$ cat config.mk
export PLATFORM = sky130hd
export DESIGN_NAME = fetch_unit
export DESIGN_NICKNAME = d
export VERILOG_FILES = /design/src/rtl/fetch_unit_pkg.sv /design/src/rtl/fetch_unit_if.sv /design/src/rtl/fetch_pc.sv /design/src/rtl/fetch_unit.sv
export SDC_FILE = /design/constraint.sdc
export NUM_CORES = 1
export LEC_CHECK = 0
export BUFFER_PORTS_ARGS = -buffer_cell sky130_fd_sc_hd__buf_2
export CAP_MARGIN = 15
export CORE_AREA = 2 2 75 77
export DETAILED_ROUTE_END_ITERATION = 10
export DIE_AREA = 0 0 77 79
export HOLD_SLACK_MARGIN = 0.12
export PLACE_DENSITY = 0.95
export SLEW_MARGIN = 20
export SYNTH_ARGS = -nofsm -noshare
export SYNTH_HDL_FRONTEND = slang
export SYNTH_SLANG_ARGS = --single-unit
$ cat constraint.sdc
create_clock -name clk -period 5.5 [get_ports clk]
set_input_delay 0.55 -clock clk [delete_from_list [all_inputs] [get_ports clk]]
set_output_delay 0.55 -clock clk [all_outputs]
set_load 0.03 [all_outputs]
$ cat src/rtl/fetch_unit_pkg.sv
// Shared constants, defaults and FSM encoding for the instruction fetch stage.
package fetch_unit_pkg;
    localparam int          ADDR_W_DEF   = 7;
    localparam int          RESET_PC_DEF = 0;
    localparam logic [31:0] NOP          = 32'h0000_0013;

    typedef enum logic {
        RUN  = 1'b0,
        HALT = 1'b1
    } state_t;
endpackage

$ cat src/rtl/fetch_unit_if.sv
// Instruction memory bus: fetch address out, combinational instruction word back.
interface fetch_unit_if
    import fetch_unit_pkg::*;
#(
    parameter int ADDR_W = ADDR_W_DEF
);
    logic [ADDR_W-1:0] adrs;
    logic [31:0]       instr;

    modport master (output adrs, input instr);
    modport slave  (input adrs, output instr);
endinterface

$ cat src/rtl/fetch_pc.sv
// Program counter register and next-PC selection for the fetch stage.
module fetch_pc
    import fetch_unit_pkg::*;
#(
    parameter int                ADDR_W   = ADDR_W_DEF,
    parameter logic [ADDR_W-1:0] RESET_PC = ADDR_W'(RESET_PC_DEF)
) (
    input  logic              clk,
    input  logic              rst,
    input  logic              run,
    input  logic              stall,
    input  logic              redirect,
    input  logic [ADDR_W-1:0] target,
    fetch_unit_if.master      bus,
    output logic              fetch_ok
);
    logic [ADDR_W-1:0] pc;

    assign bus.adrs = pc;
    // An all-zero word marks an empty ROM slot, which ends the program.
    assign fetch_ok = (bus.instr != '0);

    always_ff @(posedge clk) begin
        if (rst) begin
            pc <= RESET_PC;
        end else if (redirect) begin
            pc <= target & ~ADDR_W'(3);
        end else if (run && !stall && fetch_ok) begin
            pc <= pc + ADDR_W'(4);
        end
    end
endmodule

$ cat src/rtl/fetch_unit.sv
// Fetch stage top: run/halt FSM, IF/ID pipeline register and fetch counter.
module fetch_unit
    import fetch_unit_pkg::*;
#(
    parameter int                ADDR_W   = ADDR_W_DEF,
    parameter logic [ADDR_W-1:0] RESET_PC = ADDR_W'(RESET_PC_DEF)
) (
    input  logic              clk,
    input  logic              rst,
    input  logic              stall,
    input  logic              branchTaken,
    input  logic [ADDR_W-1:0] branchTarget,
    output logic [ADDR_W-1:0] imemAdrs,
    input  logic [31:0]       imemInstr,
    output logic [31:0]       ifidInstr,
    output logic [ADDR_W-1:0] ifidPc,
    output logic              ifidValid,
    output logic              halted,
    output logic [15:0]       fetchCount
);
    fetch_unit_if #(.ADDR_W(ADDR_W)) bus ();

    state_t state;
    logic   fetch_ok;

    assign imemAdrs  = bus.adrs;
    assign bus.instr = imemInstr;

    fetch_pc #(
        .ADDR_W   (ADDR_W),
        .RESET_PC (RESET_PC)
    ) u_pc (
        .clk      (clk),
        .rst      (rst),
        .run      (state == RUN),
        .stall    (stall),
        .redirect (branchTaken),
        .target   (branchTarget),
        .bus      (bus),
        .fetch_ok (fetch_ok)
    );

    always_ff @(posedge clk) begin
        if (rst) begin
            ifidInstr  <= NOP;
            ifidPc     <= '0;
            ifidValid  <= 1'b0;
            state      <= RUN;
            halted     <= 1'b0;
            fetchCount <= '0;
        end else if (branchTaken) begin
            ifidInstr <= NOP;
            ifidValid <= 1'b0;
            state     <= RUN;
            halted    <= 1'b0;
        end else if (state == HALT) begin
            ifidValid <= 1'b0;
        end else if (stall) begin
            ifidValid <= ifidValid;
        end else if (fetch_ok) begin
            ifidInstr <= imemInstr;
            ifidPc    <= bus.adrs;
            ifidValid <= 1'b1;
            if (fetchCount != 16'hFFFF) begin
                fetchCount <= fetchCount + 16'd1;
            end
        end else begin
            ifidInstr <= NOP;
            ifidValid <= 1'b0;
            state     <= HALT;
            halted    <= 1'b1;
        end
    end
endmodule

After elaboration in Yosys (flattened, before gate mapping) --
Cells that the tools add are included.
Cells by class: shift operators 0, eq/ne operators 1, add/sub/neg operators 2, muxes and demuxes 7, order comparisons 0, div/mod/pow operators 0, bitwise operators 4, reductions and logical operators 11, multiply operators 0
Operators by type and width (number):
- $mux 32 | 1
- $reduce_bool 32->1 | 1
- $add 16x1->16 const B | 1
- $ne 16x16->1 const B | 1
- $mux 7 | 2
- $add 7x3->7 const B | 1
- $reduce_and 5->1 | 1
- $mux 1 | 4
- $not 1->1 | 4
- $reduce_and 4->1 | 1
- $reduce_and 3->1 | 1
- $reduce_or 3->1 | 1
- $logic_and 1x1->1 | 2
- $reduce_and 2->1 | 1
- $reduce_bool 2->1 | 1
- $reduce_or 2->1 | 1
- $logic_not 1->1 | 1
Word-level totals: register bits 65, bits of input ports 43, memories 0, output and inout port bits 64, bits in latches 0, bits in writable memories 0, logic and storage cells 33, memory bits (read-only) 0

Longest topological paths before layout --
word-level depth 5, depth in mapped cells 7, mapped depth without buffers 6

Cells and area by module --
Synthesis repeated with hierarchy kept, for this count alone.
Unflattened totals: cells, all modules 267, area, all modules 2617.5 µm²
Modules (own cells, without submodules):
- fetch_unit | times used 1, area each 2142.1 µm², sequential area each 1161.1 µm², cells each 209
- fetch_pc | times used 1, area each 475.5 µm², sequential area each 100.1 µm², cells each 58

Worst setup path before layout --
No wires, ideal clock.
path type register to register, from register fetchCount[0], to register fetchCount[10], arrival time 1.909 ns, cell stages (with the launch flop) 7, slack 3.470 ns, period minus slack after synthesis 2.030 ns, required time 5.379 ns, path buffers 1, setup time 0.121 ns, path through dfxtp_1 ha_1 nand2_1 or3_1 clkbuf_2 nor4_1 mux2_2
On the way: word-level cells in the longest chain between the ends 2, elaborated cells between the ends (all ways) 3, classes of those cells add/sub (1); eq/ne (1); reduce/logical (1)
RTL lines:
- from (decl) | RTL line fetch_unit.sv:19 | output logic [15:0] fetchCount
- from (signal assigned) | RTL line fetch_unit.sv:65 | fetchCount <= fetchCount + 16'd1;
- branches (longest 2 deep; another with $add 16x1->16)
Several ways; the timed one is not identified. A chain may end at the register's enable or synchronous reset.

Worst setup path after layout --
from input stall, to register fetchCount[2]
On the way: word-level cells in the longest chain between the ends 2
RTL lines:
- from (decl) | RTL line fetch_unit.sv:10 | input logic stall,
- $not 1->1 (no line)
- $reduce_and 5->1 (no line)
No other way between the ends.

==> qor.csv <==
stage;metric;value;unit
run_status;status;finished, final reports clean;
drt;1st-pass router iterations;5;
clocking;CTS root buffer;clkbuf_8;
drt;DR WL/cell;13.8;um
clocking;Sink Count;61;
clocking;worst-case clock buffer depth;2;
setup_path;endpoint class of the critical path;register;
sta;Final Critical Period;2.39;ns
sta;achievable clock frequency;0.418;GHz
global_routing;initial antenna violation count;0;
yosys;post-synthesis cell area;2650;um^2
sta;relative slew slack;0.441;
sta;Slew @ Worst Pin;0.838;ns
drt;Post-DRT Antenna Nets;0;
setup_path;Bufs and invs on worst path;1;
floorplan;Initial Util;0.497;
drt;final WL;6820;um
clocking;post-CTS sizing;0;
yosys;syn avg cell area;8.19;um^2
global_routing;largest net degree at the start of global routing;38;
setup_path;CP peak stage delay;0.71;ns
global_routing;first-pass GRT wire length;11000;um
floorplan;I/O Pins;107;
yosys;Post-synth EDFFs;0;
setup_path;Setup CP Type;input pin to register;
cells_and_area;share of layout cells above drive strength 1;0.306;
floorplan;die area;6080;um^2
cells_and_area;final instance area;3370;um^2
drt;DR vias;2705;
clocking;H-tree levels;3;
clocking;clock transition at the registers of the reported paths;0.07;ns
floorplan;core area;5340;um^2
place;GPL Wtd Cong;0.900;
drt;Via density;5.49;
place;dpl cells;477;
clocking;cts bufs inserted;9;
place;IO Port Bufs;100;
cells_and_area;nets@finish;461;
power;peak supply drop;0.000236;V
sta;Final Hold Viols;0;
power;P per Cell Area;301;nW/um^2
setup_path;Crit Path Max Fanout;37;
sta;Final period util;0.435;
place;Detail Placement HPWL;4880;um
yosys;Syn. warnings;0;
place;Post-DP Area;3150;um^2
global_routing;vias in the first global route;2420;
cells_and_area;most common cell after layout, fill and taps aside;buf_2;
setup_path;startpoint types;input pin;
power;LEAKAGE;1.49;nW
sta;setup_tns;0;ns
yosys;Post-Syn Instances;324;
cells_and_area;fin cells;493;
floorplan;chip height;79;um
setup_path;Cell Chain, Critical Path;buf_2, nor2_4, o21ai_2, or4_2, a21oi_1;
cells_and_area;commonest non-fill, non-tap cells in the layout;100 x buf_2, 65 x nand2_1, 61 x dfxtp_1;
power;Pwr Total;1.02;mW
floorplan;# rows;27;
yosys;Synth Flop Type;dfxtp_1;
sta;Clock Skews;0.00567;ns
sta;RSZ-0062 raised after global routing;false;
sta;Slew Limit Fails;0;
global_routing;grt ovf;0;
sta;Final setup violation count;0;
clocking;CTS tree;done;
setup_path;slowest CP cell;or4_2;
yosys;register bit total from synthesis;61;
job;max-cap violation count;0;
yosys;sequential area share after synthesis;0.460;
setup_path;Worst Path Arrival;2.64;ns
clocking;clk_lat worst skew;0.33;ns
cells_and_area;Layout area overhead;27.1;%
floorplan;die width;77;um
cells_and_area;Antenna diodes;0;
setup_path;worst path required time;5.75;ns
cells_and_area;final core utilization;0.632;
global_routing;gr usage total;0.223;
drt;drt drc;0;
setup_path;Top delay family on crit path;simple AND/OR/NAND/NOR gates;
clocking;hold buffers post-CTS;0;
worst_hold_path;HP Class;register to register;
clocking;total setup buffers inserted after CTS;0;
yosys;asr flop ratio synth;0;
yosys;count of cell types in the netlist;41;
drt;drt initial violations;126;
-- cell usage after synthesis, types with 2 or more instances --
cell	n	area [um^2]
clkbuf_2	2	10.0
or4_1	6	45.0
nand2_1	65	244
nand3_1	6	30.0
nor3_1	6	30.0
a21o_1	2	15.0
and4_1	3	26.3
nor2b_1	4	25.0
xnor2_1	3	26.3
or3_1	2	12.5
o31ai_1	7	52.6
mux2i_1	5	50.1
a211oi_1	5	37.5
nor4_1	12	75.1
inv_1	5	18.8
nor2_1	25	93.8
dfxtp_1	61	1220
clkbuf_1	15	56.3
mux2_2	5	56.3
a21oi_1	45	225
buf_4	5	37.5
o21ai_0	6	30.0
ha_1	2	25.0
and2_1	2	12.5
nand4_1	9	56.3
-- sequential cells by signal, summed over array words and instances, names as in the netlist --
register       flops
halted             1
ifidValid          1
ifidInstr         32
state              1
fetchCount        16
ifidPc             5
u_pc.bus.adrs      5
-- worst register-to-register path, stage by stage (launching register included) --
cell,delay (ns)
dfxtp_1,0.34
nor2_4,0.62
o21ai_2,0.46
or4_2,0.71
a21oi_1,0.16
-- routing by layer --
layer	track usage	wire length [um]	vias to the layer above	part of all wire
met1	0.272	2820	1251	0.41
met3	0.0409	384	24	0.056
met5	0	0	-	0
li1	-	-	1324	-
met4	0.118	156	0	0.023
met2	0.379	3450	106	0.51
-- report_power, final --
part	switching (mW)	internal, mW
logic	0.0751	0.0336
clock network	0.165	0.279
registers	0.00930	0.454
total	0.250	0.767
-- final timing paths --
check                startpoint            end  slack, ns  cells after the start
setup reg to reg          state  fetchCount[2]       3.14                      4
hold reg to reg   ifidInstr[13]  ifidInstr[13]       0.46                      2
setup / recovery          stall  fetchCount[2]       3.11                      5
hold / removal    ifidInstr[13]  ifidInstr[13]       0.46                      2
-- cell type report --
type / count / area (um^2)
multi-input cells: 237 / 1310
clock buffers: 12 / 155
repair buffers: 101 / 508
inverters: 6 / 22.5
clock inverters: 4 / 70.1
well taps: 72 / 90.1
fillers: 474 / 1970
flip-flops and latches: 61 / 1220
-- cell families after synthesis --
family,synth area share
adders and majority gates,0.00943
xor gates and xnor gates,0.00991
buffers and inverters,0.0519
and+or+nand+nor,0.273
DFF,0.460
other,0.00141
muxes,0.0401
AOI/OAI and AO/OA,0.154
-- metrics by stage --
step | hold WS, ns | worst slack, ns
2_1_floorplan | 0.551 | 3.47
3_3_place_gp | 0.439 | 2.84
3_5_place_dp | 0.446 | 2.79
4_1_cts | 0.455 | 3.13
5_1_grt | 0.465 | 2.96
6_report | 0.456 | 3.11
(Power assumes the default switching activity.)
